==> config.mk <==
export PLATFORM = sky130hd
export DESIGN_NAME = axi_lite_seq_master
export DESIGN_NICKNAME = d
export VERILOG_FILES = /design/src/rtl/axi_lite_pkg.sv /design/src/rtl/axi_lite_wr_chan.sv /design/src/rtl/axi_lite_seq_master.sv
export SDC_FILE = /design/constraint.sdc
export NUM_CORES = 1
export LEC_CHECK = 0
export ABC_AREA = 1
export BUFFER_PORTS_ARGS = -buffer_cell sky130_fd_sc_hd__buf_4
export CAP_MARGIN = 20
export CORE_UTILIZATION = 30
export DETAILED_ROUTE_END_ITERATION = 6
export GPL_TIMING_DRIVEN = 0
export MAX_ROUTING_LAYER = met4
export PLACE_DENSITY = 0.61
export SLEW_MARGIN = 20
export SYNTH_ARGS = -nofsm -noshare
export SYNTH_HDL_FRONTEND = slang
export SYNTH_HIERARCHICAL = 1
export SYNTH_SLANG_ARGS = --single-unit
==> constraint.sdc <==
create_clock -name ACLK -period 2.9 [get_ports ACLK]
set_clock_uncertainty 0.2 [all_clocks]
set_input_delay 0.29 -clock ACLK [delete_from_list [all_inputs] [get_ports ACLK]]
set_output_delay 0.29 -clock ACLK [all_outputs]
set_load 0.01 [all_outputs]
==> src/rtl/axi_lite_pkg.sv <==
// rtl/axi_lite_pkg.sv - shared AXI4-Lite constants, widths and sequencer state type
package axi_lite_pkg;

    localparam int AXI_ADDR_W = 32;
    localparam int AXI_DATA_W = 32;
    localparam int IDX_W      = 8;

    localparam logic [1:0] RESP_OKAY   = 2'b00;
    localparam logic [1:0] RESP_EXOKAY = 2'b01;
    localparam logic [1:0] RESP_SLVERR = 2'b10;
    localparam logic [1:0] RESP_DECERR = 2'b11;

    typedef enum logic [2:0] {
        ST_IDLE    = 3'd0,
        ST_WR      = 3'd1,
        ST_WR_RESP = 3'd2,
        ST_RD_ADDR = 3'd3,
        ST_RD_DATA = 3'd4,
        ST_FIN     = 3'd5
    } seq_state_t;

    // EXOKAY is illegal on AXI4-Lite, so anything other than OKAY counts as a failure
    function automatic logic resp_is_err(input logic [1:0] resp);
        return resp inside {RESP_EXOKAY, RESP_SLVERR, RESP_DECERR};
    endfunction

endpackage

==> src/rtl/axi_lite_wr_chan.sv <==
// rtl/axi_lite_wr_chan.sv - AW/W channel driver with independent handshake tracking
module axi_lite_wr_chan #(
    parameter int ADDR_W = 32,
    parameter int DATA_W = 32
) (
    input  logic                clk,
    input  logic                rst_n,
    input  logic                start,
    input  logic                abort,
    input  logic [ADDR_W-1:0]   addr_in,
    input  logic [DATA_W-1:0]   data_in,
    output logic [ADDR_W-1:0]   awaddr,
    output logic                awvalid,
    input  logic                awready,
    output logic [DATA_W-1:0]   wdata,
    output logic [DATA_W/8-1:0] wstrb,
    output logic                wvalid,
    input  logic                wready,
    output logic                accepted
);

    logic aw_done_q;
    logic w_done_q;
    logic aw_hs;
    logic w_hs;

    assign aw_hs = awvalid && awready;
    assign w_hs  = wvalid && wready;

    // Either channel may complete first; both-accepted is reported on the cycle the later one lands
    assign accepted = (aw_done_q || aw_hs) && (w_done_q || w_hs);

    always_ff @(posedge clk or negedge rst_n) begin
        if (!rst_n) begin
            awaddr    <= '0;
            awvalid   <= 1'b0;
            wdata     <= '0;
            wstrb     <= '0;
            wvalid    <= 1'b0;
            aw_done_q <= 1'b0;
            w_done_q  <= 1'b0;
        end else if (abort) begin
            awvalid   <= 1'b0;
            wvalid    <= 1'b0;
            aw_done_q <= 1'b0;
            w_done_q  <= 1'b0;
        end else if (start) begin
            awaddr    <= addr_in;
            wdata     <= data_in;
            wstrb     <= '1;
            awvalid   <= 1'b1;
            wvalid    <= 1'b1;
            aw_done_q <= 1'b0;
            w_done_q  <= 1'b0;
        end else begin
            if (aw_hs) begin
                awvalid   <= 1'b0;
                aw_done_q <= 1'b1;
            end
            if (w_hs) begin
                wvalid   <= 1'b0;
                w_done_q <= 1'b1;
            end
        end
    end

endmodule

==> src/rtl/axi_lite_seq_master.sv <==
// rtl/axi_lite_seq_master.sv - self-sequencing AXI4-Lite write/readback exerciser (option: AXIL_SEQ_MASTER_TIMEOUT_EN)
module axi_lite_seq_master
    import axi_lite_pkg::*;
#(
    parameter int                 ADDR_W         = AXI_ADDR_W,
    parameter int                 DATA_W         = AXI_DATA_W,
    parameter logic [ADDR_W-1:0]  BASE_ADDR      = '0,
    parameter int                 NUM_XFERS      = 4,
    parameter logic [DATA_W-1:0]  DATA_SEED      = 32'hA5A5_0000,
    parameter int                 TIMEOUT_CYCLES = 1024
) (
    input  logic                ACLK,
    input  logic                ARESETn,
    output logic [ADDR_W-1:0]   M_AXI_AWADDR,
    output logic                M_AXI_AWVALID,
    input  logic                M_AXI_AWREADY,
    output logic [DATA_W-1:0]   M_AXI_WDATA,
    output logic [DATA_W/8-1:0] M_AXI_WSTRB,
    output logic                M_AXI_WVALID,
    input  logic                M_AXI_WREADY,
    input  logic [1:0]          M_AXI_BRESP,
    input  logic                M_AXI_BVALID,
    output logic                M_AXI_BREADY,
    output logic [ADDR_W-1:0]   M_AXI_ARADDR,
    output logic                M_AXI_ARVALID,
    input  logic                M_AXI_ARREADY,
    input  logic [DATA_W-1:0]   M_AXI_RDATA,
    input  logic [1:0]          M_AXI_RRESP,
    input  logic                M_AXI_RVALID,
    output logic                M_AXI_RREADY,
    output logic                DONE,
    output logic                ERROR
);

    seq_state_t          state_q, state_d;
    logic [IDX_W-1:0]    idx_q, idx_d;
    logic                bready_q, arvalid_q, rready_q;
    logic [ADDR_W-1:0]   araddr_q;
    logic                done_q, error_q;
    logic                wr_start, wr_accepted;
    logic                b_hs, ar_hs, r_hs, last_idx;
    logic                resp_err, cmp_err, timeout_hit;

    function automatic logic [ADDR_W-1:0] xfer_addr(input logic [IDX_W-1:0] idx);
        return BASE_ADDR + (ADDR_W'(idx) << 2);
    endfunction

    function automatic logic [DATA_W-1:0] xfer_data(input logic [IDX_W-1:0] idx);
        return DATA_SEED + DATA_W'(idx);
    endfunction

    assign b_hs     = M_AXI_BVALID && bready_q;
    assign ar_hs    = arvalid_q && M_AXI_ARREADY;
    assign r_hs     = M_AXI_RVALID && rready_q;
    assign last_idx = (idx_q == IDX_W'(NUM_XFERS - 1));

    assign resp_err = (state_q == ST_WR_RESP && b_hs && resp_is_err(M_AXI_BRESP)) ||
                      (state_q == ST_RD_DATA && r_hs && resp_is_err(M_AXI_RRESP));
    assign cmp_err  = (state_q == ST_RD_DATA) && r_hs && (M_AXI_RDATA != xfer_data(idx_q));

`ifdef AXIL_SEQ_MASTER_TIMEOUT_EN
    logic [31:0] to_cnt_q;
    logic        busy;

    assign busy        = (state_q inside {ST_WR, ST_WR_RESP, ST_RD_ADDR, ST_RD_DATA});
    assign timeout_hit = busy && (to_cnt_q == 32'(TIMEOUT_CYCLES - 1));

    always_ff @(posedge ACLK or negedge ARESETn) begin
        if (!ARESETn) begin
            to_cnt_q <= '0;
        end else if (state_d != state_q) begin
            to_cnt_q <= '0;
        end else if (busy) begin
            to_cnt_q <= to_cnt_q + 32'd1;
        end
    end
`else
    // Without the watchdog the master waits forever on a stalled slave
    assign timeout_hit = (TIMEOUT_CYCLES < 0);
`endif

    always_ff @(posedge ACLK or negedge ARESETn) begin
        if (!ARESETn) begin
            state_q <= ST_IDLE;
        end else begin
            state_q <= state_d;
        end
    end

    always_comb begin
        state_d = state_q;
        idx_d   = idx_q;
        unique case (state_q)
            ST_IDLE:    state_d = ST_WR;
            ST_WR:      if (wr_accepted) state_d = ST_WR_RESP;
            ST_WR_RESP: begin
                if (b_hs) begin
                    state_d = last_idx ? ST_RD_ADDR : ST_WR;
                    idx_d   = last_idx ? '0 : idx_q + 1'b1;
                end
            end
            ST_RD_ADDR: if (ar_hs) state_d = ST_RD_DATA;
            ST_RD_DATA: begin
                if (r_hs) begin
                    state_d = last_idx ? ST_FIN : ST_RD_ADDR;
                    idx_d   = last_idx ? idx_q : idx_q + 1'b1;
                end
            end
            ST_FIN:     state_d = ST_FIN;
            default:    state_d = ST_IDLE;
        endcase
        if (timeout_hit) begin
            state_d = ST_FIN;
            idx_d   = idx_q;
        end
    end

    assign wr_start = (state_d == ST_WR) && (state_q != ST_WR);

    // Handshake controls are registered from the next state, so they never combinationally follow slave signals
    always_ff @(posedge ACLK or negedge ARESETn) begin
        if (!ARESETn) begin
            idx_q     <= '0;
            bready_q  <= 1'b0;
            arvalid_q <= 1'b0;
            araddr_q  <= '0;
            rready_q  <= 1'b0;
            done_q    <= 1'b0;
            error_q   <= 1'b0;
        end else begin
            idx_q     <= idx_d;
            bready_q  <= (state_d == ST_WR_RESP);
            arvalid_q <= (state_d == ST_RD_ADDR);
            rready_q  <= (state_d == ST_RD_DATA);
            if (state_d == ST_RD_ADDR && state_q != ST_RD_ADDR) begin
                araddr_q <= xfer_addr(idx_d);
            end
            if (state_d == ST_FIN) begin
                done_q <= 1'b1;
            end
            if (resp_err || cmp_err || timeout_hit) begin
                error_q <= 1'b1;
            end
        end
    end

    axi_lite_wr_chan #(
        .ADDR_W (ADDR_W),
        .DATA_W (DATA_W)
    ) u_wr_chan (
        .clk      (ACLK),
        .rst_n    (ARESETn),
        .start    (wr_start),
        .abort    (timeout_hit),
        .addr_in  (xfer_addr(idx_d)),
        .data_in  (xfer_data(idx_d)),
        .awaddr   (M_AXI_AWADDR),
        .awvalid  (M_AXI_AWVALID),
        .awready  (M_AXI_AWREADY),
        .wdata    (M_AXI_WDATA),
        .wstrb    (M_AXI_WSTRB),
        .wvalid   (M_AXI_WVALID),
        .wready   (M_AXI_WREADY),
        .accepted (wr_accepted)
    );

    assign M_AXI_BREADY  = bready_q;
    assign M_AXI_ARADDR  = araddr_q;
    assign M_AXI_ARVALID = arvalid_q;
    assign M_AXI_RREADY  = rready_q;
    assign DONE          = done_q;
    assign ERROR         = error_q;

endmodule

# Word-level counts from Yosys, hierarchy flattened
# Index checks and enable logic that the tools add are counted.
# Widths: inputs -> output; s select.
[classes]
n_eq_ne = 20
add_sub_neg = 3
n_mux = 20
n_reduce_logical = 22
[ops]
columns = ["operator", "n"]
rows = [
  ["$add 32x8->32 const A", 2],
  ["$mux 8", 4],
  ["$ne 32x32->1", 1],
  ["$pmux 3 s6", 1],
  ["$pmux 8 s2", 1],
  ["$mux 3", 5],
  ["$logic_and 1x1->1", 13],
  ["$eq 3x2->1 const B", 4],
  ["$eq 3x3->1 const B", 4],
  ["$add 8x1->8 const B", 1],
  ["$eq 2x2->1 const B", 4],
  ["$eq 8x2->1 const B", 1],
  ["$mux 1", 8],
  ["$eq 3x1->1 const B", 2],
  ["$reduce_bool 3->1", 2],
  ["$eq 2x1->1 const B", 2],
  ["$logic_or 1x1->1", 4],
  ["$reduce_bool 2->1", 2],
  ["$logic_not 3->1", 1],
  ["$ne 3x1->1 const B", 1],
  ["$ne 3x2->1 const B", 1],
  ["$mux 2", 1],
]
[totals]
wordCells = 80
ff_bits = 69

# Longest topological paths before layout
[depth]
depth_word = 8
ltp_mapped = 16
depth_no_buf = 14

# Modules after synthesis
# The synthesis kept the hierarchy.
[by_module_without_submodules]
columns = ["module", "seq_area_each_um2", "cells_each", "area_per_inst_um2", "n_inst"]
rows = [
  ["axi_lite_wr_chan", 1726.7, 306, 2760.1, 1],
  ["axi_lite_seq_master", 600.6, 231, 1702.9, 1],
]

# Worst setup path before layout
# Ideal clock, no wire load.
[synth_path]
path_type = "flip-flop to flip-flop"
from = "reg idx_q[0]"
to = "reg u_wr_chan.awaddr[2]"
period_less_slack_ps = 2280
required_ps = 2583
arrival_time_ps = 1963
stages_incl_launch_ff = 16
slack_ps = 620
path_buffers = 2
cell_sequence = "dfrtp_1 > ha_1 > nand2_1 > nor2_2 > nand2_4 > nor2_2 > nor2_2 > nand2_2 > inv_2 > nand2_1 > nor3_2 > nand2_2 > buf_4 > buf_4 > nand2_1 > nand2_1"
[synth_via]
elab_chain_len = 6
elab_cells_between_ends = 14
classes_between = "add/sub (1); eq/ne (2); mux (10); reduce/logical (1)"
[synth_rtl]
columns = ["element", "line", "source"]
rows = [
  ["start, declared", "axi_lite_seq_master.sv:36", "logic [IDX_W-1:0] idx_q, idx_d;"],
  ["start signal, assigned", "axi_lite_seq_master.sv:131", "idx_q <= idx_d;"],
  ["$eq 8x2->1 (*)", "axi_lite_seq_master.sv:55", "assign last_idx = (idx_q == IDX_W'(NUM_XFERS - 1));"],
  ["$mux 3 or $mux 2 (tied branches)", "axi_lite_seq_master.sv:105, axi_lite_seq_master.sv:98", ""],
  ["$mux 3 (on tied branches)", "axi_lite_seq_master.sv:104, axi_lite_seq_master.sv:97", ""],
  ["$pmux 3 s6 (*)", "axi_lite_seq_master.sv:93", "unique case (state_q)"],
  ["via state_d[1]", "axi_lite_seq_master.sv:35", "seq_state_t state_q, state_d;"],
  ["$eq 3x1->1 (*)", "axi_lite_seq_master.sv:118", "assign wr_start = (state_d == ST_WR) && (state_q != ST_WR);"],
  ["$logic_and 1x1->1 (*)", "axi_lite_seq_master.sv:118", ""],
  ["via wr_start", "axi_lite_seq_master.sv:40", "logic wr_start, wr_accepted;"],
  ["end signal, assigned", "axi_lite_wr_chan.sv:48", "awaddr <= addr_in;"],
  ["end, declared", "axi_lite_wr_chan.sv:12", "output logic [ADDR_W-1:0] awaddr,"],
]
# Mark *: on every way through the listed nets, which the timed path passes. The rest lies on a longest branch.
# A chain may end at the register's enable or synchronous reset.

# Final worst setup path
[layout_path]
from = "reg idx_q[0]"
to = "reg u_wr_chan.awaddr[8]"
# Same word-level chain as after synthesis.

==> impl_results.md <==
* Gpl congestion at 0.854
* N_diodes at 0
* Critical-path cell list: ha_1 > nand2_1 > nor2_2 > nand2_4 > nor2_2 > nor2_2 > nand2_2 > inv_2 > nand2_1 > nor3_4 > buf_4 > buf_2 > nand3_1 > nand2_1
* I/O pin total at 150
* Mean Syn Cell Area at 8.31 µm²
* Post-CTS setup buffers at 0
* Root Buffer: clkbuf_16
* Final cell count without fillers at 935
* Overall global routing resource usage at 0.154
* Finish-stage setup viols at 0
* Pin count of the biggest net entering global routing at 94
* Starting density of the core at 0.307
* Maximum VDD drop at 0.228 mV
* Htree depth at 3
* Drt total wl at 11300 µm
* Actual slew at the worst max-slew pin at 857 ps
* DR vias at 3883
* WS Path Type: reg2reg
* Critical path startpoint category: flop
* Clock sink total at 93
* Row count at 44
* Clk_lat worst skew at 340 ps
* Die width at 124 µm
* GR Layer Usage met2 at 0.242
* Post-DR wirelength/cell at 12.1 µm
* GR peak layer: met2
* Most common cell after layout, fill and taps aside: nand2_1
* Initial DRC Count at 212
* Final Hold Violating Endpoints at 0
* CTS tree: done
* Hold Crit Class: in2reg
* Worst path max stage delay at 450 ps
* Grt met1 use at 0.203
* Yosys cell types at 32
* Setup tns final at 0 ps
* PortBufs at 125
* Period utilization at 0.917
* Max Buffers Root-to-Sink at 2
* Final #Nets at 792
* Slew Viols, Final at 0
* Crit path capture type: flop
* Worst setup startpoint: idx_q[0]$_DFF_PN0_
* MaxCap Viol Count at 0
* Initial antenna violation count at 0
* Chip Height at 124 µm
* Fin area at 6230 µm²
* Met3 usage at 0.0330
* Remaining Overflow, GRT at 0
* Mapped Area at 4460 µm²
* Drt via density at 4.15
* Die area at 15400 µm²
* Total CTS buffers at 9
* Critical R2R Launch: idx_q[0]$_DFF_PN0_
* Power Density at 424 nW/µm²
* DP Area at 5910 µm²
* First-pass GRT wire length at 17500 µm
* Core Area at 14500 µm²
* Yosys warning total at 6
* Vias in the first global route at 3515
* Residual DRC count at 0
* Tmin final at 2660 ps
* Dpl hpwl at 8040 µm
* Antenna viol nets, final at 0
* Syn-to-layout area delta at 39.6%
* Slowest CP cell: dfrtp_1
* Hold_sp: M_AXI_WREADY
* Worst-path clk slew at 60 ps
* Slew headroom at 0.429
* Total Power at 2.64 mW
* Leakage at 3.65 nW
* Share of layout cells above drive strength 1 at 0.288
* Cell Count Post-Placement at 918
* CP Data Required Time at 2980 ps
* Synth Register Bits at 93
* Crit path max fanout at 10
* Register area share after synthesis at 0.521
* Fmax at 376 MHz
* Drt first pass iters at 4
* Syn Inst Count at 537
* Arrival time at the worst endpoint at 2730 ps
* Commonest cells after routing, fill and taps aside: 199 x nand2_1, 158 x buf_4, 93 x dfrtp_1, 88 x nand3_1, 74 x conb_1
* Status: finished clean
## cell type report
type | instances | area [µm²]
Buffer | 48 | 324
Clock buffer | 11 | 253
Fill cell | 1512 | 8300
Multi-Input combinational cell | 428 | 1940
Tap cell | 184 | 230
Sequential cell | 93 | 2330
Inverter | 40 | 150
Clock inverter | 4 | 47.5
Timing Repair Buffer | 127 | 962
## state kept, by name, indices dropped and copies added, names as in the netlist, 3 cells and up
signal	count
M_AXI_ARADDR	8
idx_q	8
state_q	3
u_wr_chan/awaddr	32
u_wr_chan/wdata	32
## power by group
part,internal [mW],switching [mW],total (mW)
clock network,0.708,0.490,1.20
logic,0.0684,0.0797,0.148
registers,1.30,0.0000000000000000132,1.30
total,2.07,0.570,2.64
## logic make-up after synthesis
| family | count (synthesis) | synth area share |
|---|---|---|
| other | 2 | 0.00168 |
| xor gates and xnor gates | 5 | 0.00981 |
| AOI/OAI and AO/OA | 15 | 0.0233 |
| and+or+nand+nor | 332 | 0.332 |
| DFF | 93 | 0.521 |
| buffers and inverters | 88 | 0.106 |
| adders and majority gates | 2 | 0.00561 |
## worst max-delay path, delay by kind of cell (launching register included)
family / cells / cell delay, ps
simple gates: 10 / 1120
buf+inv: 3 / 550
flops: 1 / 450
fa+ha+maj: 1 / 270
## cells in the mapped netlist
cell      instances  area [µm²]
buf_4            34         255
buf_2            13        65.1
nand3_1          88         440
conb_1            2        7.51
nand3b_1          3        22.5
xor2_1            3        26.3
nor2_4            1        11.3
o21ai_0           2        10.0
inv_2             9        33.8
nand3_2           3        30.0
inv_1            31         116
o21bai_1          1        7.51
nand4_1           5        31.3
a21oi_1           1        5.00
o21a_1            1        7.51
nand3_4           1        17.5
o211ai_1          1        7.51
nand2_1         199         747
a21o_2            1        8.76
dfrtp_1          93        2330
xnor2_1           2        17.5
ha_1              2        25.0
nand2_2           2        12.5
nor2_1           15        56.3
nand2_4           3        33.8
o21ai_1           2        10.0
nor2_2            7        43.8
nor3_2            1        10.0
nor4_1            4        25.0
a21oi_4           1        16.3
clkbuf_1          1        3.75
o22ai_1           5        31.3
## final timing paths
check | end | slack (ps) | depth (start not counted)
max | u_wr_chan/awaddr[8]$_DFFE_PN0P_ | 240 | 14
min | u_wr_chan/wvalid$_DFFE_PN0P_ | 20 | 3
max reg2reg | u_wr_chan/awaddr[8]$_DFFE_PN0P_ | 240 | 14
min reg2reg | DONE$_DFFE_PN0N_ | 270 | 1
max in group asynchronous | DONE$_DFFE_PN0N_ | 1520 | 2
min in group asynchronous | u_wr_chan/wdata[25]$_DFFE_PN0P_ | 410 | 2
## through the flow
step           hold WS (ps)   util  setup WS (ps)
6_report               16.9  0.429            241
5_1_grt                35.6  0.429          -9.98
4_1_cts                5.85  0.428            165
3_5_place_dp            251  0.406            189
3_3_place_gp            254  0.406            208
2_1_floorplan          -206      -            620
## repair_timing
item                                    CTS  global route
hold endpoints to repair                 94             0
resized for setup                         0             1
endpoints found under the setup margin    0            20
hold buffers                              2             0
## metal layers
layer	vias up	wire length (µm)
li1	2024	-
met1	1736	5060
met2	117	5290
met3	6	838
met4	0	100
met5	-	0
(Power assumes the default switching activity.)
